### config.mk
export PLATFORM = sky130hd
export DESIGN_NAME = nrisc_ula_seq_flat
export DESIGN_NICKNAME = d
export VERILOG_FILES = /design/src/rtl/nrisc_ula_seq_if.sv /design/src/rtl/nrisc_ula_seq.sv /design/src/flat_wrapper.sv
export SDC_FILE = /design/constraint.sdc
export NUM_CORES = 1
export LEC_CHECK = 0
export CORE_MARGIN = 1
export CORE_UTILIZATION = 38
export CTS_CLUSTER_SIZE = 8
export DETAILED_ROUTE_END_ITERATION = 16
export MAX_ROUTING_LAYER = met4
export SETUP_SLACK_MARGIN = 0.02
export SYNTH_ARGS = -nofsm -noshare
export SYNTH_HDL_FRONTEND = slang
export SYNTH_SLANG_ARGS = --single-unit
### constraint.sdc
create_clock -name ULA_clk -period 5.2 [get_ports ULA_clk]
set_clock_uncertainty 0.2 [all_clocks]
set_input_delay 1.04 -clock ULA_clk [delete_from_list [all_inputs] [get_ports ULA_clk]]
set_output_delay 1.04 -clock ULA_clk [all_outputs]
set_load 0.02 [all_outputs]
### src/rtl/nrisc_ula_seq_if.sv
// Handshake and operand/result bundle for nrisc_ula_seq.
// master = issuing stage (control unit / testbench), slave = the ULA.
interface nrisc_ula_seq_if #(
  parameter int TAM = 32
);
  logic           ULA_in_valid;
  logic           ULA_in_ready;
  logic [TAM-1:0] ULA_A;
  logic [TAM-1:0] ULA_B;
  logic [3:0]     ULA_ctrl;
  logic           ULA_out_valid;
  logic           ULA_out_ready;
  logic [TAM-1:0] ULA_OUT;
  logic [TAM-1:0] ULA_HI;
  logic [2:0]     ULA_flags;

  modport master (
    output ULA_in_valid, ULA_A, ULA_B, ULA_ctrl, ULA_out_ready,
    input  ULA_in_ready, ULA_out_valid, ULA_OUT, ULA_HI, ULA_flags
  );

  modport slave (
    input  ULA_in_valid, ULA_A, ULA_B, ULA_ctrl, ULA_out_ready,
    output ULA_in_ready, ULA_out_valid, ULA_OUT, ULA_HI, ULA_flags
  );
endinterface

### src/rtl/nrisc_ula_seq.sv
// Multi-cycle NRISC ULA: add/sub/logic/shift/rotate plus registered result and flags.
// Iterative mul/divu (ops B/C) exist only when NRISC_ULA_MULDIV_EN is defined; otherwise they act as reserved.
module nrisc_ula_seq #(
  parameter int TAM = 32
) (
  input  logic           ULA_clk,
  input  logic           ULA_rst_n,
  nrisc_ula_seq_if.slave bus
);
  localparam int SHW = $clog2(TAM);

  typedef enum logic [1:0] {IDLE = 2'd0, EXEC = 2'd1, DONE = 2'd2} state_t;
  state_t state;

  assign bus.ULA_in_ready = (state == IDLE);

  logic [SHW-1:0]   amt;
  logic [TAM:0]     sum;
  logic [TAM:0]     dif;
  logic [2*TAM-1:0] wide;
  logic [TAM-1:0]   res;
  logic             c_flag;
  logic             m_flag;

  always_comb begin
    amt = bus.ULA_B[SHW-1:0];
    if ({{(32-SHW){1'b0}}, amt} >= TAM) amt = amt - SHW'(TAM);
    sum    = {1'b0, bus.ULA_A} + {1'b0, bus.ULA_B};
    dif    = {1'b0, bus.ULA_A} - {1'b0, bus.ULA_B};
    wide   = '0;
    res    = '0;
    c_flag = 1'b0;
    m_flag = 1'b0;
    case (bus.ULA_ctrl)
      4'h0: begin
        res    = sum[TAM-1:0];
        c_flag = sum[TAM];
        m_flag = sum[TAM-1] ^ ((bus.ULA_A[TAM-1] == bus.ULA_B[TAM-1]) &&
                               (sum[TAM-1] != bus.ULA_A[TAM-1]));
      end
      4'h1: begin
        res    = dif[TAM-1:0];
        c_flag = dif[TAM];
        m_flag = dif[TAM-1] ^ ((bus.ULA_A[TAM-1] != bus.ULA_B[TAM-1]) &&
                               (dif[TAM-1] != bus.ULA_A[TAM-1]));
      end
      4'h2: res = bus.ULA_A & bus.ULA_B;
      4'h3: res = ~(bus.ULA_A & bus.ULA_B);
      4'h4: res = bus.ULA_A | bus.ULA_B;
      4'h5: res = bus.ULA_A ^ bus.ULA_B;
      // Shifts run in a double-width window so the last bit shifted out lands at a fixed index
      4'h6: begin
        wide   = {bus.ULA_A, {TAM{1'b0}}} >> amt;
        res    = wide[2*TAM-1:TAM];
        c_flag = (amt != '0) && wide[TAM-1];
      end
      4'h7: begin
        wide   = $unsigned($signed({bus.ULA_A, {TAM{1'b0}}}) >>> amt);
        res    = wide[2*TAM-1:TAM];
        c_flag = (amt != '0) && wide[TAM-1];
      end
      4'h8: begin
        wide   = {{TAM{1'b0}}, bus.ULA_A} << amt;
        res    = wide[TAM-1:0];
        c_flag = (amt != '0) && wide[TAM];
      end
      4'h9: begin
        wide = {bus.ULA_A, bus.ULA_A} << amt;
        res  = wide[2*TAM-1:TAM];
      end
      4'hA: begin
        wide = {bus.ULA_A, bus.ULA_A} >> amt;
        res  = wide[TAM-1:0];
      end
      default: ;
    endcase
  end

  logic iter_op;

`ifdef NRISC_ULA_MULDIV_EN
  localparam int CW = $clog2(TAM + 1);

  logic [TAM-1:0] opnd;
  logic [TAM-1:0] acc;
  logic [TAM-1:0] mq;
  logic [TAM-1:0] acc_nxt;
  logic [TAM-1:0] mq_nxt;
  logic [CW-1:0]  count;
  logic           is_div;
  logic [TAM:0]   step;
  logic [TAM:0]   rs;

  assign iter_op = (bus.ULA_ctrl == 4'hB) || (bus.ULA_ctrl == 4'hC);

  // acc holds product high half / partial remainder, mq holds multiplier / dividend-quotient
  always_comb begin
    rs      = {acc, mq[TAM-1]};
    step    = {1'b0, acc} + {1'b0, opnd};
    acc_nxt = acc;
    mq_nxt  = mq;
    if (is_div) begin
      if (rs >= {1'b0, opnd}) begin
        acc_nxt = TAM'(rs - {1'b0, opnd});
        mq_nxt  = {mq[TAM-2:0], 1'b1};
      end else begin
        acc_nxt = rs[TAM-1:0];
        mq_nxt  = {mq[TAM-2:0], 1'b0};
      end
    end else if (mq[0]) begin
      {acc_nxt, mq_nxt} = {step, mq[TAM-1:1]};
    end else begin
      {acc_nxt, mq_nxt} = {1'b0, acc, mq[TAM-1:1]};
    end
  end
`else
  assign iter_op = 1'b0;
`endif

  always_ff @(posedge ULA_clk or negedge ULA_rst_n) begin
    if (!ULA_rst_n) begin
      state             <= IDLE;
      bus.ULA_out_valid <= 1'b0;
      bus.ULA_OUT       <= '0;
      bus.ULA_HI        <= '0;
      bus.ULA_flags     <= 3'b010;
`ifdef NRISC_ULA_MULDIV_EN
      opnd   <= '0;
      acc    <= '0;
      mq     <= '0;
      count  <= '0;
      is_div <= 1'b0;
`endif
    end else begin
      case (state)
        IDLE: begin
          if (bus.ULA_in_valid && iter_op) begin
`ifdef NRISC_ULA_MULDIV_EN
            is_div <= (bus.ULA_ctrl == 4'hC);
            opnd   <= (bus.ULA_ctrl == 4'hC) ? bus.ULA_B : bus.ULA_A;
            mq     <= (bus.ULA_ctrl == 4'hC) ? bus.ULA_A : bus.ULA_B;
            acc    <= '0;
            count  <= CW'(TAM);
            state  <= EXEC;
`endif
          end else if (bus.ULA_in_valid) begin
            bus.ULA_OUT       <= res;
            bus.ULA_HI        <= '0;
            bus.ULA_flags     <= {m_flag, (res == '0), c_flag};
            bus.ULA_out_valid <= 1'b1;
            state             <= DONE;
          end
        end
`ifdef NRISC_ULA_MULDIV_EN
        EXEC: begin
          acc   <= acc_nxt;
          mq    <= mq_nxt;
          count <= count - CW'(1);
          if (count == CW'(1)) begin
            bus.ULA_OUT       <= mq_nxt;
            bus.ULA_HI        <= acc_nxt;
            bus.ULA_flags     <= {1'b0, (mq_nxt == '0), (is_div && (opnd == '0))};
            bus.ULA_out_valid <= 1'b1;
            state             <= DONE;
          end
        end
`endif
        DONE: begin
          if (bus.ULA_out_ready) begin
            bus.ULA_out_valid <= 1'b0;
            state             <= IDLE;
          end
        end
        default: state <= IDLE;
      endcase
    end
  end
endmodule

### src/flat_wrapper.sv
// flat-port wrapper written by rule: the top's interface ports become plain ports
module nrisc_ula_seq_flat 
#(
  parameter int TAM = 32
)
  (ULA_clk, ULA_rst_n, bus_ULA_in_valid, bus_ULA_A, bus_ULA_B, bus_ULA_ctrl, bus_ULA_out_ready, bus_ULA_in_ready, bus_ULA_out_valid, bus_ULA_OUT, bus_ULA_HI, bus_ULA_flags);
  nrisc_ula_seq_if #(.TAM(TAM)) bus_i ();
  input  logic ULA_clk;
  input  logic ULA_rst_n;
  input wire logic [$bits(bus_i.ULA_in_valid)-1:0] bus_ULA_in_valid;
  input wire logic [$bits(bus_i.ULA_A)-1:0] bus_ULA_A;
  input wire logic [$bits(bus_i.ULA_B)-1:0] bus_ULA_B;
  input wire logic [$bits(bus_i.ULA_ctrl)-1:0] bus_ULA_ctrl;
  input wire logic [$bits(bus_i.ULA_out_ready)-1:0] bus_ULA_out_ready;
  output wire logic [$bits(bus_i.ULA_in_ready)-1:0] bus_ULA_in_ready;
  output wire logic [$bits(bus_i.ULA_out_valid)-1:0] bus_ULA_out_valid;
  output wire logic [$bits(bus_i.ULA_OUT)-1:0] bus_ULA_OUT;
  output wire logic [$bits(bus_i.ULA_HI)-1:0] bus_ULA_HI;
  output wire logic [$bits(bus_i.ULA_flags)-1:0] bus_ULA_flags;
  assign bus_i.ULA_in_valid = bus_ULA_in_valid;
  assign bus_i.ULA_A = bus_ULA_A;
  assign bus_i.ULA_B = bus_ULA_B;
  assign bus_i.ULA_ctrl = bus_ULA_ctrl;
  assign bus_i.ULA_out_ready = bus_ULA_out_ready;
  assign bus_ULA_in_ready = bus_i.ULA_in_ready;
  assign bus_ULA_out_valid = bus_i.ULA_out_valid;
  assign bus_ULA_OUT = bus_i.ULA_OUT;
  assign bus_ULA_HI = bus_i.ULA_HI;
  assign bus_ULA_flags = bus_i.ULA_flags;
  nrisc_ula_seq #(.TAM(TAM)) u_core (.ULA_clk(ULA_clk), .ULA_rst_n(ULA_rst_n), .bus(bus_i));
endmodule
==> impl_metrics.prom <==
# TYPE chip_impl_metric gauge
chip_impl_info{name="status",value="finished clean"} 1
chip_impl_metric{name="fp-row-count",unit=""} 71
chip_impl_metric{name="first_pass_grt_wire_length",unit="um"} 133000
chip_impl_info{name="tritoncts_clock_tree",value="done"} 1
chip_impl_metric{name="drcViolationCount",unit=""} 0
chip_impl_metric{name="routed_wire_length_per_instance",unit="um"} 29.6
chip_impl_metric{name="drt_pass1_iterations",unit=""} 6
chip_impl_info{name="most_instantiated_flip_flop_cell_in_the_synthesis_netlist",value="sky130_fd_sc_hd__dfrtp_1"} 1
chip_impl_metric{name="synth-edff-count",unit=""} 0
chip_impl_metric{name="vias_per_cell",unit=""} 6.50
chip_impl_metric{name="yosys_warning_count",unit=""} 0
chip_impl_metric{name="clockBufferDepth",unit=""} 2
chip_impl_metric{name="clk_latency",unit="ps"} 280
chip_impl_metric{name="grt_start_max_net_pins",unit=""} 76
chip_impl_metric{name="die_y",unit="um"} 198
chip_impl_info{name="r2r_end",value="u_core.bus.ULA_flags[1]$_DFFE_PN1P_"} 1
chip_impl_metric{name="synth_async_reset_ratio",unit="%"} 100
chip_impl_metric{name="drt_first_iter_violations",unit=""} 3177
chip_impl_metric{name="setup_viol_count_final",unit=""} 0
chip_impl_metric{name="timing_worst_slew_pin_value",unit="ps"} 1370
chip_impl_metric{name="postRouteAntennaNets",unit=""} 0
chip_impl_metric{name="floorplan.die.width",unit="um"} 198
chip_impl_metric{name="total_power_consumption_of_the_routed_design",unit="mW"} 3.55
chip_impl_metric{name="cts_inserted_buffers",unit=""} 5
chip_impl_metric{name="routed_wl",unit="um"} 94100
chip_impl_metric{name="critical_path.max_fanout",unit=""} 10
chip_impl_metric{name="hold_viol",unit=""} 0
chip_impl_metric{name="netlist_instances",unit=""} 1981
chip_impl_metric{name="timing.final.crit_period",unit="ps"} 5160
chip_impl_metric{name="layout.cell_area.non_filler",unit="um2"} 22200
chip_impl_metric{name="r2r_setup_slack",unit="ps"} 2020
chip_impl_metric{name="netlist.area_leader.share",unit="%"} 10.6
chip_impl_metric{name="via_count",unit=""} 20700
chip_impl_metric{name="worst-r2r-cell-count",unit=""} 12
chip_impl_metric{name="cts.clk_slew.worst_paths",unit="ps"} 50
chip_impl_metric{name="post-route-worst-setup-slack",unit="ps"} 36.7
chip_impl_metric{name="port_buffers",unit=""} 108
chip_impl_metric{name="floorplan.die_area",unit="um2"} 39300
chip_impl_metric{name="place.gp.congestion",unit=""} 1.15
chip_impl_info{name="timing.rr.start",value="u_core.bus.ULA_out_valid$_DFFE_PN0P_"} 1
chip_impl_info{name="setup.worst_path.start_class",value="input pin"} 1
chip_impl_info{name="unrepaired_setup_endpoints_after_global_routing",value="yes"} 1
chip_impl_metric{name="power.ir.vdd_worst",unit="uV"} 116
chip_impl_metric{name="design.core.area",unit="um2"} 37800
chip_impl_metric{name="initial_core_util",unit="%"} 38.7
chip_impl_info{name="cpMaxStageDelayCell",value="sky130_fd_sc_hd__nor3_1"} 1
chip_impl_metric{name="pre_cts_ws",unit="ps"} -808
chip_impl_metric{name="synth-seq-cells",unit=""} 36
chip_impl_metric{name="cellPowerDensity",unit="nW/um2"} 160
chip_impl_metric{name="place.detailed.hpwl",unit="um"} 76400
chip_impl_metric{name="dpl-instance-area",unit="um2"} 21300
chip_impl_info{name="hold_start",value="u_core.bus.ULA_OUT[20]$_DFFE_PN0P_"} 1
chip_impl_metric{name="min_period_over_period",unit="%"} 99.3
chip_impl_info{name="hold_path_class",value="reg -> reg"} 1
chip_impl_metric{name="yosysSeqAreaShare",unit="%"} 6.17
chip_impl_metric{name="synth.cell_area",unit="um2"} 14600
chip_impl_metric{name="power.leakage",unit="nW"} 10.1
chip_impl_metric{name="area_growth",unit="%"} 52.0
chip_impl_info{name="synthTopCellsByArea",value="sky130_fd_sc_hd__mux4_2 (11%), sky130_fd_sc_hd__ha_1 (8.9%), sky130_fd_sc_hd__dfrtp_1 (6.0%)"} 1
chip_impl_metric{name="final_nets",unit=""} 2845
chip_impl_metric{name="final.hold.worst_slack",unit="ps"} 274
chip_impl_metric{name="cp_data_arrival_time",unit="ps"} 5150
chip_impl_metric{name="h_tree_level_count",unit=""} 2
chip_impl_info{name="criticalPathCategory",value="in -> reg"} 1
chip_impl_metric{name="grt_antenna_before_repair",unit=""} 4
chip_impl_metric{name="relSlewSlack",unit="%"} 8.35
chip_impl_metric{name="layout-drive-gt1-share",unit="%"} 39.0
chip_impl_info{name="cp_cell_sequence",value="clkdlybuf4s50_1 -> buf_12 -> buf_4 -> mux4_2 -> a222oi_1 -> buf_4 -> buf_4 -> mux2i_1 -> nand2_1 -> nand4_1 -> nor3_1 -> nand4_1 -> nor4_2 -> buf_4 -> nand4_1 -> nor4b_2 -> nand4_1 -> o41ai_2"} 1
chip_impl_info{name="crit_path_end_kind",value="flip-flop"} 1
chip_impl_metric{name="cp_data_required_time",unit="ps"} 5190
chip_impl_info{name="root_buffer",value="sky130_fd_sc_hd__clkbuf_16"} 1
chip_impl_metric{name="grt.overflow.total",unit=""} 0
chip_impl_metric{name="timing.hold.worst_path_depth",unit=""} 2
chip_impl_metric{name="final-max-slew-violation-count",unit=""} 0
chip_impl_info{name="holdPathEnd",value="u_core.bus.ULA_OUT[20]$_DFFE_PN0P_"} 1
chip_impl_info{name="synth_area_leader_cell",value="sky130_fd_sc_hd__mux4_2"} 1
chip_impl_metric{name="syn_area_per_cell",unit="um2"} 7.38
chip_impl_metric{name="yosysUniqueCellTypes",unit=""} 102
chip_impl_metric{name="via_count_of_the_first_global_routing_pass",unit=""} 19400
chip_impl_metric{name="clkSinkCount",unit=""} 36
chip_impl_metric{name="num_io_pins",unit=""} 141
chip_impl_metric{name="timing.critical_path.slowest_cell_delay",unit="ps"} 530
chip_impl_metric{name="globalRouteTotalUtil",unit="%"} 48.2
chip_impl_metric{name="peak_freq",unit="MHz"} 194
chip_impl_metric{name="drv.max_cap_violation_count",unit=""} 0
[registers in the layout (all words and copies together), names as in the netlist]
| name | count |
|---|---|
| u_core.bus.ULA_OUT | 32 |
| u_core.bus.ULA_flags | 3 |
| u_core.bus.ULA_out_valid | 1 |
[report_power, final]
group	switching [mW]	internal [mW]
clock network	0.110	0.188
registers	0.0400	0.352
logic	1.57	1.28
[area by class of cell]
| type | count | area (um2) |
|---|---|---|
| fill | 3487 | 15500 |
| tap | 511 | 639 |
| timing repair buffer | 866 | 7240 |
| clock buffer | 6 | 139 |
| sequential | 36 | 902 |
| clock inverter | 2 | 10.0 |
| multi-input combinational | 1652 | 12900 |
| antenna | 4 | 10.0 |
| inverter | 105 | 412 |
[synth_stat cells (16+ instances only)]
cell type and count:
sky130_fd_sc_hd__nor3_1 40, sky130_fd_sc_hd__nand2b_1 18, sky130_fd_sc_hd__a21o_1 23, sky130_fd_sc_hd__a21oi_1 117, sky130_fd_sc_hd__a211oi_1 33, sky130_fd_sc_hd__nor2b_1 25, sky130_fd_sc_hd__nand2_1 228, sky130_fd_sc_hd__and2_1 16
sky130_fd_sc_hd__mux4_2 69, sky130_fd_sc_hd__dfrtp_1 35, sky130_fd_sc_hd__a31oi_1 21, sky130_fd_sc_hd__nor2_1 164, sky130_fd_sc_hd__buf_2 28, sky130_fd_sc_hd__clkbuf_1 117, sky130_fd_sc_hd__ha_1 104, sky130_fd_sc_hd__o211ai_1 39
sky130_fd_sc_hd__o221ai_1 17, sky130_fd_sc_hd__a221oi_1 21, sky130_fd_sc_hd__buf_1 24, sky130_fd_sc_hd__mux2i_1 81, sky130_fd_sc_hd__inv_1 102, sky130_fd_sc_hd__mux2_2 50, sky130_fd_sc_hd__buf_4 39, sky130_fd_sc_hd__o21ai_0 129
sky130_fd_sc_hd__o22ai_1 38, sky130_fd_sc_hd__a2111oi_0 16, sky130_fd_sc_hd__nand3_1 36, sky130_fd_sc_hd__nor4_1 19
[worst max-delay path, delay by kind of cell]
| family | cells | cell delay [ps] |
|---|---|---|
| and+or+nand+nor | 8 | 1750 |
| buffers and inverters | 6 | 1210 |
| muxes | 2 | 640 |
| AOI/OAI and AO/OA | 2 | 500 |
[routing by layer]
layer	wire [um]	up-vias	GRT usage [%]
met3	13000	334	13.9
li1	-	8799	-
met4	6980	0	28.2
met1	36000	9851	60.1
met2	38100	1691	68.6
met5	0	-	-
[cell families after synthesis]
family | Yosys count | share of synthesized area, %
multiplexers | 215 | 21.9
buffers and inverters | 324 | 10.1
adder cells (fa/ha/maj) | 107 | 9.31
AND/OR/NAND/NOR | 639 | 20.9
XOR/XNOR | 21 | 1.26
other | 1 | 0.0256
AO/OA/AOI/OAI | 638 | 30.4
flip-flops | 36 | 6.17
[what timing repair did]
item / in CTS / in global routing
endpoints found under the setup margin: 2 / 3
buffers inserted: 4 / 17
gates cloned: 0 / 5
hold buffers: 0 / 0
resized for setup: 84 / 101
pin swaps: 23 / 33
[how the worst max path moves through the flow]
stage                             start                             endpoint  slack [ps]
after floorplan            bus_ULA_B[2]   u_core.bus.ULA_OUT[31]$_DFFE_PN0P_        -170
after global placement    bus_ULA_A[13]   u_core.bus.ULA_OUT[31]$_DFFE_PN0P_        -790
after detailed placement  bus_ULA_A[16]   u_core.bus.ULA_OUT[31]$_DFFE_PN0P_        -810
after CTS                 bus_ULA_A[11]  u_core.bus.ULA_flags[1]$_DFFE_PN1P_          20
after global routing      bus_ULA_B[14]  u_core.bus.ULA_flags[1]$_DFFE_PN1P_        -100
final                     bus_ULA_A[23]  u_core.bus.ULA_flags[1]$_DFFE_PN1P_          40
[cell usage in the layout (no fill, tap or decap), types with 11 or more instances in the layout]
cell type	n
sky130_fd_sc_hd__buf_4	714
sky130_fd_sc_hd__nand2_1	227
sky130_fd_sc_hd__nor2_1	162
sky130_fd_sc_hd__o21ai_0	123
sky130_fd_sc_hd__a21oi_1	109
sky130_fd_sc_hd__ha_1	86
sky130_fd_sc_hd__mux2i_1	79
sky130_fd_sc_hd__inv_1	78
sky130_fd_sc_hd__mux4_2	70
sky130_fd_sc_hd__clkdlybuf4s50_1	68
sky130_fd_sc_hd__mux2_2	48
sky130_fd_sc_hd__nor3_1	40
sky130_fd_sc_hd__o211ai_1	39
sky130_fd_sc_hd__o22ai_1	37
sky130_fd_sc_hd__nand3_1	36
sky130_fd_sc_hd__dfrtp_1	35
sky130_fd_sc_hd__a211oi_1	33
sky130_fd_sc_hd__conb_1	32
sky130_fd_sc_hd__inv_2	24
sky130_fd_sc_hd__a21o_1	23
sky130_fd_sc_hd__nor2b_1	23
sky130_fd_sc_hd__buf_12	23
sky130_fd_sc_hd__a31oi_1	21
sky130_fd_sc_hd__nand2b_1	18
sky130_fd_sc_hd__ha_4	18
sky130_fd_sc_hd__dlymetal6s2s_1	18
sky130_fd_sc_hd__a221oi_1	17
sky130_fd_sc_hd__o221ai_1	17
sky130_fd_sc_hd__buf_6	17
sky130_fd_sc_hd__and2_1	16
sky130_fd_sc_hd__nor4_1	14
sky130_fd_sc_hd__o21ai_1	13
sky130_fd_sc_hd__nand4_1	13
sky130_fd_sc_hd__or3_1	12
sky130_fd_sc_hd__xnor2_1	12
sky130_fd_sc_hd__a22oi_1	12
sky130_fd_sc_hd__o21bai_1	11
[stage by stage]
step                std cells  util (%)  setup TNS, ps
floorplan                2012         -           -238
global placement         3144      56.3          -1800
detailed placement       3144      56.3          -1970
CTS                      3156      57.4              0
global route             3182      58.9           -189
finish                   3182      58.9              0
(Power assumes the default switching activity.)
